$ cat src/rtl/i8254_pkg.sv
// Shared constants for the 8254 counter access stage.
// RW encodings, mode values, status bit positions and control-word field slices.
package i8254_pkg;

    localparam logic [1:0] RW_LATCH = 2'b00;
    localparam logic [1:0] RW_LSB   = 2'b01;
    localparam logic [1:0] RW_MSB   = 2'b10;
    localparam logic [1:0] RW_BOTH  = 2'b11;

    localparam logic [2:0] MODE_0 = 3'd0;
    localparam logic [2:0] MODE_1 = 3'd1;
    localparam logic [2:0] MODE_2 = 3'd2;
    localparam logic [2:0] MODE_3 = 3'd3;
    localparam logic [2:0] MODE_4 = 3'd4;
    localparam logic [2:0] MODE_5 = 3'd5;

    // status byte layout: {out, null_count, rw[1:0], mode[2:0], bcd}
    localparam int ST_OUT  = 7;
    localparam int ST_NULL = 6;
    localparam int ST_RW   = 4;
    localparam int ST_MODE = 1;
    localparam int ST_BCD  = 0;

    // control-word fields
    localparam int CW_SC_HI   = 7;
    localparam int CW_SC_LO   = 6;
    localparam int CW_RW_HI   = 5;
    localparam int CW_RW_LO   = 4;
    localparam int CW_MODE_HI = 3;
    localparam int CW_MODE_LO = 1;
    localparam int CW_BCD     = 0;

    // read-back command fields
    localparam int RB_NCOUNT  = 5;
    localparam int RB_NSTATUS = 4;
    localparam int RB_SEL     = 1;

    function automatic logic [7:0] pick_byte(input logic [15:0] v, input logic hi);
        return hi ? v[15:8] : v[7:0];
    endfunction

endpackage

$ cat src/rtl/i8254_output_latch.sv
// Output latch for one 8254 counter: count latch, status latch and read byte sequencer.
// Ports: clk, rst, clr (reprogram), rd_en, rw, cnt_req, sts_req, count_live, status -> dout.
module i8254_output_latch
    import i8254_pkg::*;
(
    input  logic        clk,
    input  logic        rst,
    input  logic        clr,
    input  logic        rd_en,
    input  logic [1:0]  rw,
    input  logic        cnt_req,
    input  logic        sts_req,
    input  logic [15:0] count_live,
    input  logic [7:0]  status,
    output logic [7:0]  dout
);

    logic [15:0] cnt_q;
    logic        cnt_full;
    logic [7:0]  sts_q;
    logic        sts_full;
    logic        rd_ff;

    logic [15:0] src;
    logic        hi;
    logic        last;

    always_comb begin
        src  = cnt_full ? cnt_q : count_live;
        hi   = (rw == RW_MSB) || ((rw == RW_BOTH) && rd_ff);
        last = (rw != RW_BOTH) || rd_ff;
    end

    // capture tests pre-edge emptiness, so a read that frees the latch
    // in the same cycle does not also let a new capture in
    always_ff @(posedge clk or posedge rst) begin
        if (rst) begin
            cnt_q    <= '0;
            cnt_full <= 1'b0;
            sts_q    <= '0;
            sts_full <= 1'b0;
            rd_ff    <= 1'b0;
            dout     <= '0;
        end else begin
            if (rd_en) begin
                if (sts_full) begin
                    dout     <= sts_q;
                    sts_full <= 1'b0;
                end else begin
                    dout <= pick_byte(src, hi);
                    if (rw == RW_BOTH) rd_ff <= ~rd_ff;
                    if (last) cnt_full <= 1'b0;
                end
            end
            if (cnt_req && !cnt_full) begin
                cnt_q    <= count_live;
                cnt_full <= 1'b1;
            end
            if (sts_req && !sts_full) begin
                sts_q    <= status;
                sts_full <= 1'b1;
            end
            if (clr) begin
                cnt_full <= 1'b0;
                sts_full <= 1'b0;
                rd_ff    <= 1'b0;
            end
        end
    end

endmodule

$ cat src/rtl/i8254_count_access.sv
// CPU access stage of one 8254 counter: control word decode, count byte assembly, load strobe.
// Ports: clk, rst, wr_en, ctrl_en, rd_en, din, count_live, out_pin, count_ack ->
//   msb, lsb, load, mode, bcd, dout. Define I8254_READBACK_EN for the read-back command.
module i8254_count_access
    import i8254_pkg::*;
#(
    parameter logic [2:0] RST_MODE = 3'd0,
    parameter logic [1:0] RST_RW   = 2'b11
) (
    input  logic        clk,
    input  logic        rst,
    input  logic        wr_en,
    input  logic        ctrl_en,
    input  logic        rd_en,
    input  logic [7:0]  din,
    input  logic [15:0] count_live,
    input  logic        out_pin,
    input  logic        count_ack,
    output logic [7:0]  msb,
    output logic [7:0]  lsb,
    output logic        load,
    output logic [2:0]  mode,
    output logic        bcd,
    output logic [7:0]  dout
);

    logic [1:0] rw;
    logic       wr_ff;
    logic       null_count;

    logic [1:0] cw_rw;
    logic       is_rb;
    logic       prog;
    logic       wr_go;
    logic       cnt_req;
    logic       sts_req;
    logic [7:0] status;

    always_comb begin
        cw_rw  = din[CW_RW_HI:CW_RW_LO];
        is_rb  = (din[CW_SC_HI:CW_SC_LO] == 2'b11);
        prog   = ctrl_en && !is_rb && (cw_rw != RW_LATCH);
        wr_go  = wr_en && !ctrl_en;
        status = {out_pin, null_count, rw, mode, bcd};
`ifdef I8254_READBACK_EN
        cnt_req = ctrl_en && ((!is_rb && (cw_rw == RW_LATCH))
                  || (is_rb && din[RB_SEL] && !din[RB_NCOUNT]));
        sts_req = ctrl_en && is_rb && din[RB_SEL] && !din[RB_NSTATUS];
`else
        cnt_req = ctrl_en && !is_rb && (cw_rw == RW_LATCH);
        sts_req = 1'b0;
`endif
    end

    always_ff @(posedge clk or posedge rst) begin
        if (rst) begin
            msb        <= '0;
            lsb        <= '0;
            load       <= 1'b0;
            mode       <= RST_MODE;
            rw         <= RST_RW;
            bcd        <= 1'b0;
            wr_ff      <= 1'b0;
            null_count <= 1'b1;
        end else begin
            load <= 1'b0;
            if (prog) begin
                rw         <= cw_rw;
                mode       <= din[CW_MODE_HI:CW_MODE_LO];
                bcd        <= din[CW_BCD];
                wr_ff      <= 1'b0;
                null_count <= 1'b1;
            end else if (wr_go) begin
                null_count <= 1'b1;
                unique case (rw)
                    RW_LSB: begin
                        lsb  <= din;
                        msb  <= '0;
                        load <= 1'b1;
                    end
                    RW_MSB: begin
                        msb  <= din;
                        lsb  <= '0;
                        load <= 1'b1;
                    end
                    RW_BOTH: begin
                        if (!wr_ff) begin
                            lsb   <= din;
                            wr_ff <= 1'b1;
                        end else begin
                            msb   <= din;
                            wr_ff <= 1'b0;
                            load  <= 1'b1;
                        end
                    end
                    default: ;
                endcase
            end else if (count_ack) begin
                null_count <= 1'b0;
            end
        end
    end

    i8254_output_latch u_latch (
        .clk        (clk),
        .rst        (rst),
        .clr        (prog),
        .rd_en      (rd_en),
        .rw         (rw),
        .cnt_req    (cnt_req),
        .sts_req    (sts_req),
        .count_live (count_live),
        .status     (status),
        .dout       (dout)
    );

endmodule
$ cat config.mk
export PLATFORM = sky130hd
export DESIGN_NAME = i8254_count_access
export DESIGN_NICKNAME = d
export VERILOG_FILES = /design/src/rtl/i8254_pkg.sv /design/src/rtl/i8254_output_latch.sv /design/src/rtl/i8254_count_access.sv
export SDC_FILE = /design/constraint.sdc
export NUM_CORES = 1
export LEC_CHECK = 0
export CAP_MARGIN = 20
export CORE_MARGIN = 2
export CORE_UTILIZATION = 44
export DETAILED_ROUTE_END_ITERATION = 8
export PLACE_DENSITY = 0.76
export SETUP_SLACK_MARGIN = 0.1
export SLEW_MARGIN = 0
export SYNTH_ARGS = -nofsm -noshare
export SYNTH_HDL_FRONTEND = slang
export SYNTH_SLANG_ARGS = --single-unit
$ cat constraint.sdc
create_clock -name clk -period 2.2 [get_ports clk]
set_clock_uncertainty 0.15 [all_clocks]
set_input_delay 0.55 -clock clk [delete_from_list [all_inputs] [get_ports clk]]
set_output_delay 0.55 -clock clk [all_outputs]
set_load 0.03 [all_outputs]
Word-level counts from Yosys, hierarchy flattened
Cells that the tools add are included.
{ "op_classes": {"n_reduce_logical": 25, "n_bitwise": 2, "n_eq_ne": 9, "mux": 26} }
{ "ops": {"columns": ["operator", "n"], "rows": [
  ["one-hot mux 8 bit (3 select lines)", 2],
  ["2-to-1 mux 8 bit", 4],
  ["2-to-1 mux 1 bit", 18],
  ["2-to-1 mux 16 bit", 1],
  ["nonzero test 3 bit", 3],
  ["!= test 2 bit, second input constant", 4],
  ["AND reduction 4 bit", 2],
  ["nonzero test 2 bit", 4],
  ["== test 2 bit, second input constant", 3],
  ["logical AND 1 bit", 6],
  ["AND reduction 3 bit", 2],
  ["zero test 1 bit", 3],
  ["!= test 3 bit, second input constant", 1],
  ["== test 2 x 1 -> 1 bit, second input constant", 1],
  ["zero test 2 bit", 1],
  ["logical OR 1 bit", 2],
  ["NOT 1 bit", 2],
  ["one-hot mux 1 bit (2 select lines)", 1],
  ["AND reduction 2 bit", 1],
  ["OR reduction 2 bit", 1]
]} }
{ "totals": {"output_inout_bits": 29, "input_bits": 31, "ff_bits": 51, "wordCells": 74} }

Longest topological paths before layout
{ "logic_depth": {"word_depth": 7, "mapped_depth": 7} }

By module
From an unflattened synthesis, not the netlist that was laid out.
{ "unflattened": {"cells_unflattened": 204, "hier_area_um2": 2755.1} }
{ "by_module_without_submodules": {"columns": ["module", "cells_each", "seq_area_each_um2", "area_each_um2", "instances"], "rows": [
  ["i8254_output_latch", 105, 875.8, 1587.8, 1],
  ["i8254_count_access", 99, 629.4, 1167.4, 1]
]} }

Worst setup path after synthesis
Ideal clock, no wire load.
{ "synth_timing": {"path_type": "register to register", "start": "register rw[0]", "end": "register u_latch.dout[3]", "setup_ns": 0.125, "path_buffers": 1, "slack_ns": -0.004, "path_stages_with_launch": 7, "period_less_slack_ns": 2.204, "required_ns": 1.925, "t_arrival_ns": 1.929, "cell_sequence": "dfstp_2 > inv_1 > ha_1 > buf_4 > a21oi_4 > mux4_2 > mux2_4"} }
{ "synth_via": {"elab_chain_cells": 5} }
{ "synth_rtl": {"columns": ["item", "line_no", "text"], "rows": [
  ["start: declaration", "i8254_count_access.sv:27", "logic [1:0] rw;"],
  ["start signal: assignment", "i8254_count_access.sv:68", "rw <= cw_rw;"],
  ["== test 2 bit", "i8254_output_latch.sv:30", "hi = (rw == RW_MSB) || ((rw == RW_BOTH) && rd_ff);"],
  ["logical AND 1 bit", "i8254_output_latch.sv:30", null],
  ["logical OR 1 bit *", "i8254_output_latch.sv:30", null],
  ["2-to-1 mux 8 bit *", "i8254_pkg.sv:39", "return hi ? v[15:8] : v[7:0];"],
  ["2-to-1 mux 8 bit *", "i8254_output_latch.sv:46", "if (sts_full) begin"],
  ["end signal: assignment", "i8254_output_latch.sv:47", "dout <= sts_q;"],
  ["end signal: assignment", "i8254_output_latch.sv:50", "dout <= pick_byte(src, hi);"],
  ["end: declaration", "i8254_output_latch.sv:15", "output logic [7:0] dout"]
]} }
Every way passes the cells marked *; elsewhere a longest branch is shown, timed or not.
A chain may end at the register's enable or synchronous reset.

Worst setup path after layout
{ "layout_timing": {"start": "register u_latch.dout[6]", "end": "output dout[6]"} }
{ "layout_rtl": {"columns": ["item", "line_no", "text"], "rows": [
  ["end: declaration", "i8254_count_access.sv:24", "output logic [7:0] dout"]
]} }
No word-level cell between the ends.

==> impl_metrics.ini <==
[critical_path]
worst-path-max-fanout = 2
arrival_ns = 1.35
cp_cell_sequence = clkdlybuf4s50_1
crit_family = buffers and inverters
criticalPathCategory = reg -> out
cp-end-kind = primary output
cp_num_buf_inv = 1
crit_slowest_cell = clkdlybuf4s50_1
required_ns = 1.50
critPathLaunchType = flip-flop
max_stage_delay_ns = 0.68

[route]
dr.pass1.iters = 4
drt_iter0_drc = 74
vias_per_cell = 4.847
drt_wl_total_um = 4306
ant_nets = 0
drc_errors = 0
vias = 1493
wl_per_cell_um = 13.98

[synthesis]
synthTopCellsByArea = dfrtp_1 (51%), mux2_2 (15%), mux4_1 (4.5%)
synth_top_area_share_pct = 51.36
netlist_instances = 164
syn_avg_cell_area_um2 = 14.26
ys_ff_latch = 50
yosysSeqAreaShare_pct = 53.61
ys_types = 30
synth_area_um2 = 2338
synth_largest_area_cell = dfrtp_1
yosysWarnings = 0
syn-num-nets = 198

[floorplan]
dieArea_um2 = 5914
fp-row-count = 26
core_um2 = 5107
initial_core_util_pct = 45.79
fp.dieH_um = 76.90
dieWidth_um = 76.90
io_pins = 60

[global_routing]
grt_max_degree = 29
gr-total-overflow = 0
antenna_found_initial = 0
grt_usage_pct = 16.07
grt_pass1_wl_um = 7562
grt_pass1_vias = 1582

[timing]
whs_ns = 0.3538
slew_violations = 0
clock.fmax_ghz = 0.4878
tns_ns = 0
period_minus_slack_ns = 2.050
slew_headroom_pct = 63.02
worstMarginPinSlew_ns = 0.5546
hold_viol_final = 0
rsz0062_at_grt = yes
finalCritPeriodShare_pct = 93.19
finalSetupViolCount = 0

[placed_design]
portBuffers = 57
hpwl_um = 3177
placed_cell_area_um2 = 3069
finalWeightedCongestion = 0.7599

[clocking]
tritoncts = done
htree_levels = 2
cts_sinks = 50
clkLatencyLatePin_ns = 0.30
path_clk_slew_ns = 0.08
clock-root-buffer = clkbuf_8
max-clock-path-buffers = 2
numCtsBuffers = 5

[final_layout]
stdcell_area_um2 = 3198
final_common_cell = clkdlybuf4s50_1
nFillCells = 438
drive_gt1_share_pct = 29.83
nets = 271
layout_common_cells = clkdlybuf4s50_1 (54), dfrtp_1 (48), mux2_2 (32)
n_antenna_cell = 0
area_growth_pct = 36.76

[pwr]
power_density_nw_per_um2 = 1047
ir_drop_uv = 568.5
p_leak_nw = 1.477

[run]
maxCapViolations = 0

[status]
status = completed

[hold_path]
worst_hold_path_type = reg -> reg
Yosys cell counts, drive strengths merged:
library cell  count
nor3              1
nand3b            1
nor2b             9
mux2             36
dfrtp            48
a21oi             4
nor3b             1
ha                3
nand2            12
buf               6
or2b              1
mux4              8
inv              12
a311oi            1
nor2              3
o21a              1
a21o              2
xor2              2
or2               1
a21boi            1
dfstp             2
mux2i             8
o21ai             1
final cells by class:
cell class	count	area, µm²	share of cell area, %
multi-input cells	96	1002	31.34
well taps	70	87.58	2.739
clock buffers	7	76.32	2.387
repair buffers	72	703.2	21.99
inverters	12	45.04	1.408
flip-flops and latches	50	1254	39.20
clock inverters	1	30.03	0.9390
registers in the layout, indices dropped and copies added, names as in the netlist:
signal	count
wr_ff	1
lsb	8
mode	3
bcd	1
u_latch.rd_ff	1
u_latch.dout	8
load	1
rw	2
u_latch.cnt_full	1
msb	8
u_latch.cnt_q	16
per-stage QoR:
| stage | std cells | util (%) | worst slack, ns | total power, mW |
|---|---|---|---|---|
| after floorplan | 164 | - | 0.06888 | 2.217 |
| after global placement | 298 | 60.09 | 0.01075 | 2.724 |
| after detailed placement | 298 | 60.09 | 0.01705 | 2.753 |
| after CTS | 306 | 62.18 | 0.1135 | 3.388 |
| after global routing | 308 | 62.62 | 0.06173 | 3.542 |
| final | 308 | 62.62 | 0.1499 | 3.348 |
final timing paths:
kind | from | end | slack, ns | depth (start not counted)
max | u_latch.dout[6] | dout[6] | 0.15 | 1
min | u_latch.cnt_q[8] | u_latch.cnt_q[8] | 0.35 | 1
max reg2reg | rw[0] | u_latch.dout[4] | 0.15 | 5
min reg2reg | u_latch.cnt_q[8] | u_latch.cnt_q[8] | 0.35 | 1
max in group asynchronous | rst | rw[0] | 1.10 | 3
min in group asynchronous | rst | lsb[3] | 0.46 | 3
routing by layer:
metal,GRT usage [%],up-vias,wire (µm)
met5,0,-,0
met4,3.273,0,21
met3,4.941,3,253
met2,25.53,48,2002
met1,21.93,728,2029
li1,-,714,-
power by group:
group          internal [mW]  switching, mW
logic                  0.696          0.651
registers               1.21          0.167
clock network          0.340          0.286
total                   2.24           1.10
kinds of logic after synthesis:
family                   count (synthesis)  share of synthesized area, %
multiplexers                            52                         29.75
XOR/XNOR                                 2                        0.7492
buffers and inverters                   18                         4.066
AO/OA/AOI/OAI                           10                         3.852
flip-flops                              50                         53.61
adder cells (fa/ha/maj)                  3                         1.605
AND/OR/NAND/NOR                         29                         6.367
what timing repair did:
item	4_1_cts	5_1_grt
hold buffers	0	0
setup endpoints to repair	0	7
setup buffers	0	2
gates resized for setup	0	3
Power figures use the tool's default switching activity.
